File: src/rtl/rotary_decoder.sv
// rotary_decoder
// Quadrature rotary-encoder front end: synchronizes and debounces the two
// encoder phases and the push switch, decodes full detent steps from the
// filtered phase pair, and keeps a wrapping detent position count.
//
// Parameters
//   C_DEBOUNCE_CYCLES  stable cycles needed before a filtered bit changes (2..65535)
//   C_CNT_WIDTH        width of the position counter (4..32)
// Ports
//   SPLB_Clk       in   clock, rising edge
//   SPLB_Rst_n     in   asynchronous active-low reset
//   rotary_a/b     in   raw encoder phases (asynchronous)
//   rotary_press   in   raw push switch, 1 = pressed (asynchronous)
//   clr_pos        in   strobe: clears position and quad_err
//   step_valid     out  one-cycle pulse per detent
//   step_dir       out  direction of last step, 1 = clockwise (held)
//   position       out  two's-complement detent count
//   press_level    out  debounced push-switch level
//   press_event    out  one-cycle pulse after each debounced press
//   quad_err       out  sticky illegal-transition flag
module rotary_decoder #(
  parameter int C_DEBOUNCE_CYCLES = 1000,
  parameter int C_CNT_WIDTH       = 16
) (
  input  logic                   SPLB_Clk,
  input  logic                   SPLB_Rst_n,
  input  logic                   rotary_a,
  input  logic                   rotary_b,
  input  logic                   rotary_press,
  input  logic                   clr_pos,
  output logic                   step_valid,
  output logic                   step_dir,
  output logic [C_CNT_WIDTH-1:0] position,
  output logic                   press_level,
  output logic                   press_event,
  output logic                   quad_err
);

  localparam int DB_W = 16;
  localparam logic [DB_W:0] DB_LIMIT = C_DEBOUNCE_CYCLES[DB_W:0];
  localparam logic signed [2:0] PH_MAX = 3'sd3;
  localparam logic signed [2:0] PH_MIN = -3'sd3;
  localparam logic [C_CNT_WIDTH-1:0] POS_ONE = {{(C_CNT_WIDTH-1){1'b0}}, 1'b1};

  // Gray-code phase index along the clockwise sequence 00->10->11->01.
  function automatic logic [1:0] phase_idx(input logic a, input logic b);
    logic [1:0] idx;
    case ({a, b})
      2'b00:   idx = 2'd0;
      2'b10:   idx = 2'd1;
      2'b11:   idx = 2'd2;
      2'b01:   idx = 2'd3;
      default: idx = 2'd0;
    endcase
    return idx;
  endfunction

  // Bit 0 = phase A, bit 1 = phase B, bit 2 = push switch.
  logic [2:0] raw_s;
  assign raw_s = {rotary_press, rotary_b, rotary_a};

  logic [2:0]            meta_q, sync_q;
  logic [2:0]            filt_q, filt_d;
  logic [2:0][DB_W-1:0]  db_cnt_q, db_cnt_d;
  logic [1:0]            ab_prev_q;
  logic signed [2:0]     ph_q, ph_d;
  logic                  press_prev_q;
  logic                  step_valid_q, step_valid_d;
  logic                  step_dir_q, step_dir_d;
  logic [C_CNT_WIDTH-1:0] position_q, position_d;
  logic                  press_event_q, press_event_d;
  logic                  quad_err_q, quad_err_d;

  logic [1:0] diff_s;
  logic       at_rest_s;
  logic       step_s, step_cw_s, illegal_s;

  // Debounce: count consecutive mismatch cycles per input, flip the filtered bit at the limit.
  always_comb begin
    filt_d   = filt_q;
    db_cnt_d = {3{{DB_W{1'b0}}}};
    for (int i = 0; i < 3; i++) begin
      if (sync_q[i] != filt_q[i]) begin
        if (({1'b0, db_cnt_q[i]} + 17'd1) == DB_LIMIT) begin
          filt_d[i]   = ~filt_q[i];
          db_cnt_d[i] = {DB_W{1'b0}};
        end else begin
          filt_d[i]   = filt_q[i];
          db_cnt_d[i] = db_cnt_q[i] + 16'd1;
        end
      end else begin
        filt_d[i]   = filt_q[i];
        db_cnt_d[i] = {DB_W{1'b0}};
      end
    end
  end

  // Quadrature decode: classify the filtered pair change and advance the phase accumulator.
  always_comb begin
    diff_s    = phase_idx(filt_q[0], filt_q[1]) - phase_idx(ab_prev_q[0], ab_prev_q[1]);
    at_rest_s = (filt_q[1:0] == 2'b00);
    ph_d      = ph_q;
    step_s    = 1'b0;
    step_cw_s = 1'b0;
    illegal_s = 1'b0;
    case (diff_s)
      2'b01: begin
        if (at_rest_s) begin
          ph_d = 3'sd0;
          if (ph_q == PH_MAX) begin
            step_s    = 1'b1;
            step_cw_s = 1'b1;
          end else begin
            step_s    = 1'b0;
          end
        end else begin
          ph_d = ph_q + 3'sd1;
        end
      end
      2'b11: begin
        if (at_rest_s) begin
          ph_d = 3'sd0;
          if (ph_q == PH_MIN) begin
            step_s = 1'b1;
          end else begin
            step_s = 1'b0;
          end
        end else begin
          ph_d = ph_q - 3'sd1;
        end
      end
      // Both phases flipped at once: direction is unknowable.
      2'b10: begin
        illegal_s = 1'b1;
        ph_d      = 3'sd0;
      end
      default: ph_d = ph_q;
    endcase
  end

  // Output next-state: clear beats step for position, illegal beats clear for quad_err.
  always_comb begin
    step_valid_d  = step_s;
    step_dir_d    = step_dir_q;
    position_d    = position_q;
    quad_err_d    = quad_err_q;
    press_event_d = filt_q[2] & ~press_prev_q;
    if (step_s) begin
      step_dir_d = step_cw_s;
    end else begin
      step_dir_d = step_dir_q;
    end
    if (clr_pos) begin
      position_d = {C_CNT_WIDTH{1'b0}};
    end else if (step_s && step_cw_s) begin
      position_d = position_q + POS_ONE;
    end else if (step_s) begin
      position_d = position_q - POS_ONE;
    end else begin
      position_d = position_q;
    end
    if (illegal_s) begin
      quad_err_d = 1'b1;
    end else if (clr_pos) begin
      quad_err_d = 1'b0;
    end else begin
      quad_err_d = quad_err_q;
    end
  end

  // State register for synchronizers, debounce, decoder and outputs.
  always_ff @(posedge SPLB_Clk or negedge SPLB_Rst_n) begin
    if (!SPLB_Rst_n) begin
      meta_q        <= 3'b000;
      sync_q        <= 3'b000;
      filt_q        <= 3'b000;
      db_cnt_q      <= {3{{DB_W{1'b0}}}};
      ab_prev_q     <= 2'b00;
      ph_q          <= 3'sd0;
      press_prev_q  <= 1'b0;
      step_valid_q  <= 1'b0;
      step_dir_q    <= 1'b0;
      position_q    <= {C_CNT_WIDTH{1'b0}};
      press_event_q <= 1'b0;
      quad_err_q    <= 1'b0;
    end else begin
      meta_q        <= raw_s;
      sync_q        <= meta_q;
      filt_q        <= filt_d;
      db_cnt_q      <= db_cnt_d;
      ab_prev_q     <= filt_q[1:0];
      ph_q          <= ph_d;
      press_prev_q  <= filt_q[2];
      step_valid_q  <= step_valid_d;
      step_dir_q    <= step_dir_d;
      position_q    <= position_d;
      press_event_q <= press_event_d;
      quad_err_q    <= quad_err_d;
    end
  end

  assign step_valid  = step_valid_q;
  assign step_dir    = step_dir_q;
  assign position    = position_q;
  assign press_level = filt_q[2];
  assign press_event = press_event_q;
  assign quad_err    = quad_err_q;

endmodule

File: config.mk
export PLATFORM = sky130hd
export DESIGN_NAME = rotary_decoder
export DESIGN_NICKNAME = d
export VERILOG_FILES = /design/src/rtl/rotary_decoder.sv
export SDC_FILE = /design/constraint.sdc
export NUM_CORES = 1
export LEC_CHECK = 0
export ABC_AREA = 1
export BUFFER_PORTS_ARGS = -buffer_cell sky130_fd_sc_hd__buf_2
export CORE_ASPECT_RATIO = 0.75
export CORE_UTILIZATION = 50
export CTS_BUF_LIST = sky130_fd_sc_hd__clkbuf_16
export CTS_CLUSTER_DIAMETER = 80
export DETAILED_ROUTE_END_ITERATION = 10
export PLACE_DENSITY = 0.65
export RECOVER_POWER = 50
export SETUP_SLACK_MARGIN = 0.15
export SLEW_MARGIN = 20
export SYNTH_ARGS = -nofsm -noshare
export SYNTH_HDL_FRONTEND = slang
export SYNTH_SLANG_ARGS = --single-unit
export TNS_END_PERCENT = 30
File: constraint.sdc
create_clock -name SPLB_Clk -period 8.4 [get_ports SPLB_Clk]
set_clock_uncertainty 0.1 [all_clocks]
set_input_delay 0.84 -clock SPLB_Clk [delete_from_list [all_inputs] [get_ports SPLB_Clk]]
set_output_delay 0.84 -clock SPLB_Clk [all_outputs]
set_load 0.03 [all_outputs]
==> flow_summary.ini, run 1 <==
[cells_and_area]
layout_common_cells = nand2_1 (196), nor2_1 (94), dfrtp_1 (83), inv_1 (79), nand3_1 (53)
layout_commonest_cell = nand2_1
fillers = 961
nets = 771
diodes = 0
syn_to_final_growth_pct = 10.7
drive_gt1_share_pct = 12.9

[job]
cap_violations = 2

[yosys]
synthesis.area_um2 = 5290
ys_seq_elements = 83
avgSynthCellArea_um2 = 7.58
synth.distinct_cells = 38
postSynth.asyncResetShare_pct = 100
yosysSeqAreaShare_pct = 39.3
yosysWarnings = 0
netlist_instances = 698
synth_edf_count = 0
synth_nets = 735
synthFlopType = dfrtp_1

[sta]
final.setup.tns_ns = 0
rsz0062_at_grt = false
setup_viol = 0
hold_ws_ns = 0.245
final-max-slew-violation-count = 86
slew_headroom_pct = -93.9
tightestPinTransition_ns = 2.91
finalCritPeriodShare_pct = 52.2
min_period_ns = 4.38
fmax_mhz = 228
hold_violations = 0

[floorplan]
core_area_um2 = 10300
floorplan.initialDensity_pct = 51.4
die_height_um = 91.1
rows = 32
die_w_um = 121
io_pins = 27
die_area_um2 = 11000

[critical_path]
required_ns = 8.11
crit_buf_inv = 2
max_stage_delay_ns = 2.13
endpoint_kind = asynchronous set/reset pin
startpoint_type = primary input
critPathArrivalTime_ns = 4.09
crit_family = buffers and inverters
crit_type = primary input to asynchronous set/reset pin
crit_path_frequent_cell = clkbuf_1
critPathSlowestCell = clkbuf_1
path_cells = clkbuf_1 -> clkbuf_1
cp_max_fo = 56

[routing]
via_count = 4386
drt_iter0_drc = 300
wl_met2_um = 4600
first_pass_iters = 5
drt-total-wl_um = 10600
highest_layer = met4
drc = 0
dr_wl_met3_um = 427
postRouteAntennaNets = 0
met1_length_um = 5460
via_per_inst = 5.02
wl_per_cell_um = 12.2

[grt]
track_usage_pct = 21.5
overflow = 0
antenna_found_initial = 0
grt_first_pass_wirelength_um = 18900
grt_pass1_vias = 4074
grt_max_degree = 57

[status]
violations = capacitance limit, slew limit
status = finished, violations left

[cts]
ctsHoldBuffers = 0
cts_tree = yes
clock_sinks = 83
clk_latency_ns = 0.34
cts_buffers = 9
clk_pin_slew_ns = 0.06
htree_levels = 3
post-cts-setup-buffer-count = 0
ctsResizeCount = 0
cts_root_buf = clkbuf_16
cts_buffer_depth = 2

[pwr]
ir_worst_vdd_uv = 117
power_w = 0.000842
p_leak_nw = 2.97
powerDensity_nw_per_um2 = 144

[place]
portBuffers = 26
dp_hpwl_um = 7890
routabilityCongestion = 0.909

[min_path]
hp-class = flop to flop
[cell usage after synthesis, types with 2 or more instances]
master    instances  area, µm²
a21o_1            2       15.0
a21oi_1          15       75.1
a31oi_1           2       12.5
and2_1            2       12.5
dfrtp_1          83       2080
ha_1             30        375
inv_1            78        293
nand2_1         195        732
nand2_2          12       75.1
nand2_4           3       33.8
nand3_1          53        265
nand3_2           7       70.1
nand3b_1          3       22.5
nand4_1          13       81.3
nor2_1           90        338
nor2_2           24        150
nor2_4           11        124
nor3_1            5       25.0
o21ai_0          12       60.1
o21ai_1          13       65.1
o21bai_1          7       52.6
or2_2             2       12.5
xnor2_1          13        114
xor2_1            9       78.8
[sequential cells by signal, summed over array words and instances (netlist names)]
signal	cells
ab_prev_q	2
filt_q	3
step_dir	1
db_cnt_q	48
position	16
press_event	1
press_prev_q	1
meta_q	3
step_valid	1
sync_q	3
ph_q	3
quad_err	1
[routing by layer]
metal,GRT usage [%],up-vias
met3,5.03,15
met2,32.9,76
met1,30.5,2006
met5,0,-
met4,5.56,0
li1,-,2289
[through the flow]
stage / area (µm²) / util (%) / setup slack (ns) / cells
3_5_place_dp: 5590 / 54.3 / 4.82 / 859
2_1_floorplan: 5290 / - / 5.28 / 698
6_report: 5850 / 56.9 / 4.02 / 873
5_1_grt: 5850 / 56.9 / 2.99 / 873
4_1_cts: 5880 / 57.2 / 4.79 / 873
3_3_place_gp: 5590 / 54.3 / 4.95 / 859
[path summary, 6_finish.rpt]
| kind | startpoint | endpoint | slack (ns) | depth (start not counted) |
|---|---|---|---|---|
| hold / removal | meta_q[0] | sync_q[0] | 0.24 | 0 |
| setup reg to reg | filt_q[0] | position[11] | 4.81 | 16 |
| min in group asynchronous | SPLB_Rst_n | db_cnt_q[4] | 0.75 | 1 |
| hold reg to reg | meta_q[0] | sync_q[0] | 0.24 | 0 |
| max in group SPLB_Clk | filt_q[0] | position[11] | 4.81 | 16 |
| setup / recovery | SPLB_Rst_n | db_cnt_q[22] | 4.02 | 2 |
[where the power goes]
| part | leakage [nW] | switching (W) | internal [W] | total [W] |
|---|---|---|---|---|
| registers | 1.14 | 0.00000393 | 0.000405 | 0.000409 |
| logic | 1.68 | 0.0000188 | 0.00000627 | 0.0000250 |
| clock network | 0.148 | 0.000154 | 0.000254 | 0.000408 |
[layout make-up]
cell class	count	area [µm²]	area share, %
multi-input cells	532	2870	49.0
well taps	136	170	2.91
inverters	80	300	5.13
clock buffers	9	225	3.85
repair buffers	28	140	2.39
clock inverters	5	71.3	1.22
flip-flops and latches	83	2080	35.5
[logic make-up (layout without fill, tap and decap cells)]
family / after synthesis / count (layout) / share of synthesized area, %
AOI/OAI and AO/OA: 54 / 54 / 5.75
buffers and inverters: 83 / 122 / 6.06
and+or+nand+nor: 424 / 424 / 37.5
adders and majority gates: 31 / 31 / 7.48
DFF: 83 / 83 / 39.3
xor gates and xnor gates: 23 / 23 / 3.95
No activity file was read; power rests on OpenSTA's default activity.
==> inputs of run 2 (changes only) <==
Settings changed: PLACE_DENSITY 0.65 to 0.68.
Clock period 8.4 ns to 3.9 ns, I/O delays scaled along.
==> flow_summary.ini, run 2 (synthesized netlist as in run 1, its figures left out) <==
[grt]
grt_first_pass_wirelength_um = 19200
grt_max_degree = 57
track_usage_pct = 21.7
overflow = 0
antenna_found_initial = 0
grt_pass1_vias = 4233

[cts]
ctsHoldBuffers = 0
clk_latency_ns = 0.34
clk_pin_slew_ns = 0.06
clock_sinks = 83
cts_buffer_depth = 2
cts_root_buf = clkbuf_16
cts_buffers = 9
htree_levels = 3
cts_tree = yes
post-cts-setup-buffer-count = 0

[routing]
via_per_inst = 5.05
wl_per_cell_um = 12.5
drc = 0
drt_iter0_drc = 263
drt-total-wl_um = 10900
first_pass_iters = 4
postRouteAntennaNets = 0
via_count = 4423

[pwr]
ir_worst_vdd_uv = 243
p_leak_nw = 2.97
powerDensity_nw_per_um2 = 300

[critical_path]
startpoint_type = flop
path_cells = inv_1 -> ha_1 -> inv_1 -> ha_1 -> inv_1 -> nand2_1 -> nor2_2 -> nand3_2 -> ha_1 -> nand2_1 -> o21ai_0 -> nand2_1 -> nand3_1 -> xor2_1 -> o21ai_1
cp_max_fo = 10
max_stage_delay_ns = 0.48
required_ns = 4.02
endpoint_kind = flop
crit_buf_inv = 3
critPathArrivalTime_ns = 3.58
critPathSlowestCell = ha_1
crit_family = adder cells
crit_type = flop to flop

[cells_and_area]
fillers = 980
drive_gt1_share_pct = 14.2
max_flop_register = db_cnt_q
syn_to_final_growth_pct = 11.3
design_area_um2 = 5880
layout_commonest_cell = nand2_1
nets = 772
layout_common_cells = nand2_1 (195), nor2_1 (89), dfrtp_1 (83), inv_1 (79), nand3_1 (53)
diodes = 0
largest_reg_flops = 48

[sta]
final.setup.tns_ns = 0
tightestPinTransition_ns = 3.04
min_period_ns = 3.46
rsz0062_at_grt = false
fmax_mhz = 289
hold_ws_ns = 0.0557
setup_viol = 0
final-max-slew-violation-count = 57
slew_headroom_pct = -103
hold_violations = 0
finalCritPeriodShare_pct = 88.7

[floorplan]
die_area_um2 = 11000
die_w_um = 121
core_area_um2 = 10300
rows = 32
die_height_um = 91.1
io_pins = 27
floorplan.initialDensity_pct = 51.4

[status]
status = finished, violations left
violations = capacitance limit, slew limit

[job]
cap_violations = 1

[place]
dp_hpwl_um = 7850
routabilityCongestion = 0.927
place_area_um2 = 5590
portBuffers = 26

[min_path]
hp-class = primary input to flop
## run 2: changes by cell type in the layout (fill, tap and decap cells not counted), moves of 2 or more
cell	before	now
nor2_1	94	89
o21ai_1	11	13
nor2_4	9	11
nor2_2	22	25
o21ai_0	14	12
## run 2: report_power, final
| group | leakage, nW | switching (W) | internal (W) |
|---|---|---|---|
| clock network | 0.140 | 0.000341 | 0.000488 |
| logic | 1.69 | 0.0000418 | 0.0000139 |
| registers | 1.14 | 0.00000872 | 0.000872 |
| total | 2.97 | 0.000391 | 0.00137 |
## run 2: final cells by class
class	count	area (µm²)	area share (%)
repair buffers	28	141	2.40
multi-input cells	533	2910	49.5
well taps	136	170	2.89
clock inverters	6	58.8	1.00
flip-flops and latches	83	2080	35.3
inverters	80	300	5.10
clock buffers	9	225	3.83
## run 2: metal layers
metal,track usage (%),wire length (µm)
met3,3.83,520
met5,0,0
met2,32.7,4660
met1,31.6,5610
met4,6.58,132
## run 2: stage by stage
step | power [W] | utilization, % | worst slack (ns) | instances
2_1_floorplan | 0.000925 | - | 0.778 | 698
6_report | 0.00176 | 57.2 | 0.439 | 875
4_1_cts | 0.00179 | 57.0 | 0.297 | 874
5_1_grt | 0.00183 | 57.2 | 0.0767 | 875
3_3_place_gp | 0.000953 | 54.3 | 0.465 | 859
3_5_place_dp | 0.000955 | 54.3 | 0.313 | 859
## run 2: final timing paths
| path | startpoint | to | slack [ns] | cells after the start |
|---|---|---|---|---|
| setup / recovery | filt_q[1] | position[12] | 0.44 | 15 |
| hold reg to reg | meta_q[2] | sync_q[2] | 0.25 | 0 |
| setup reg to reg | filt_q[1] | position[12] | 0.44 | 15 |
| min in group asynchronous | SPLB_Rst_n | position[9] | 0.94 | 1 |
| max in group asynchronous | SPLB_Rst_n | sync_q[2] | 0.85 | 2 |
| hold / removal | rotary_a | meta_q[0] | 0.06 | 1 |
## run 2: repair_timing
| action | 4_1_cts | 5_1_grt |
|---|---|---|
| hold endpoints to repair | 0 | 0 |
| endpoints found under the setup margin | 0 | 11 |
| resized for setup | 0 | 2 |
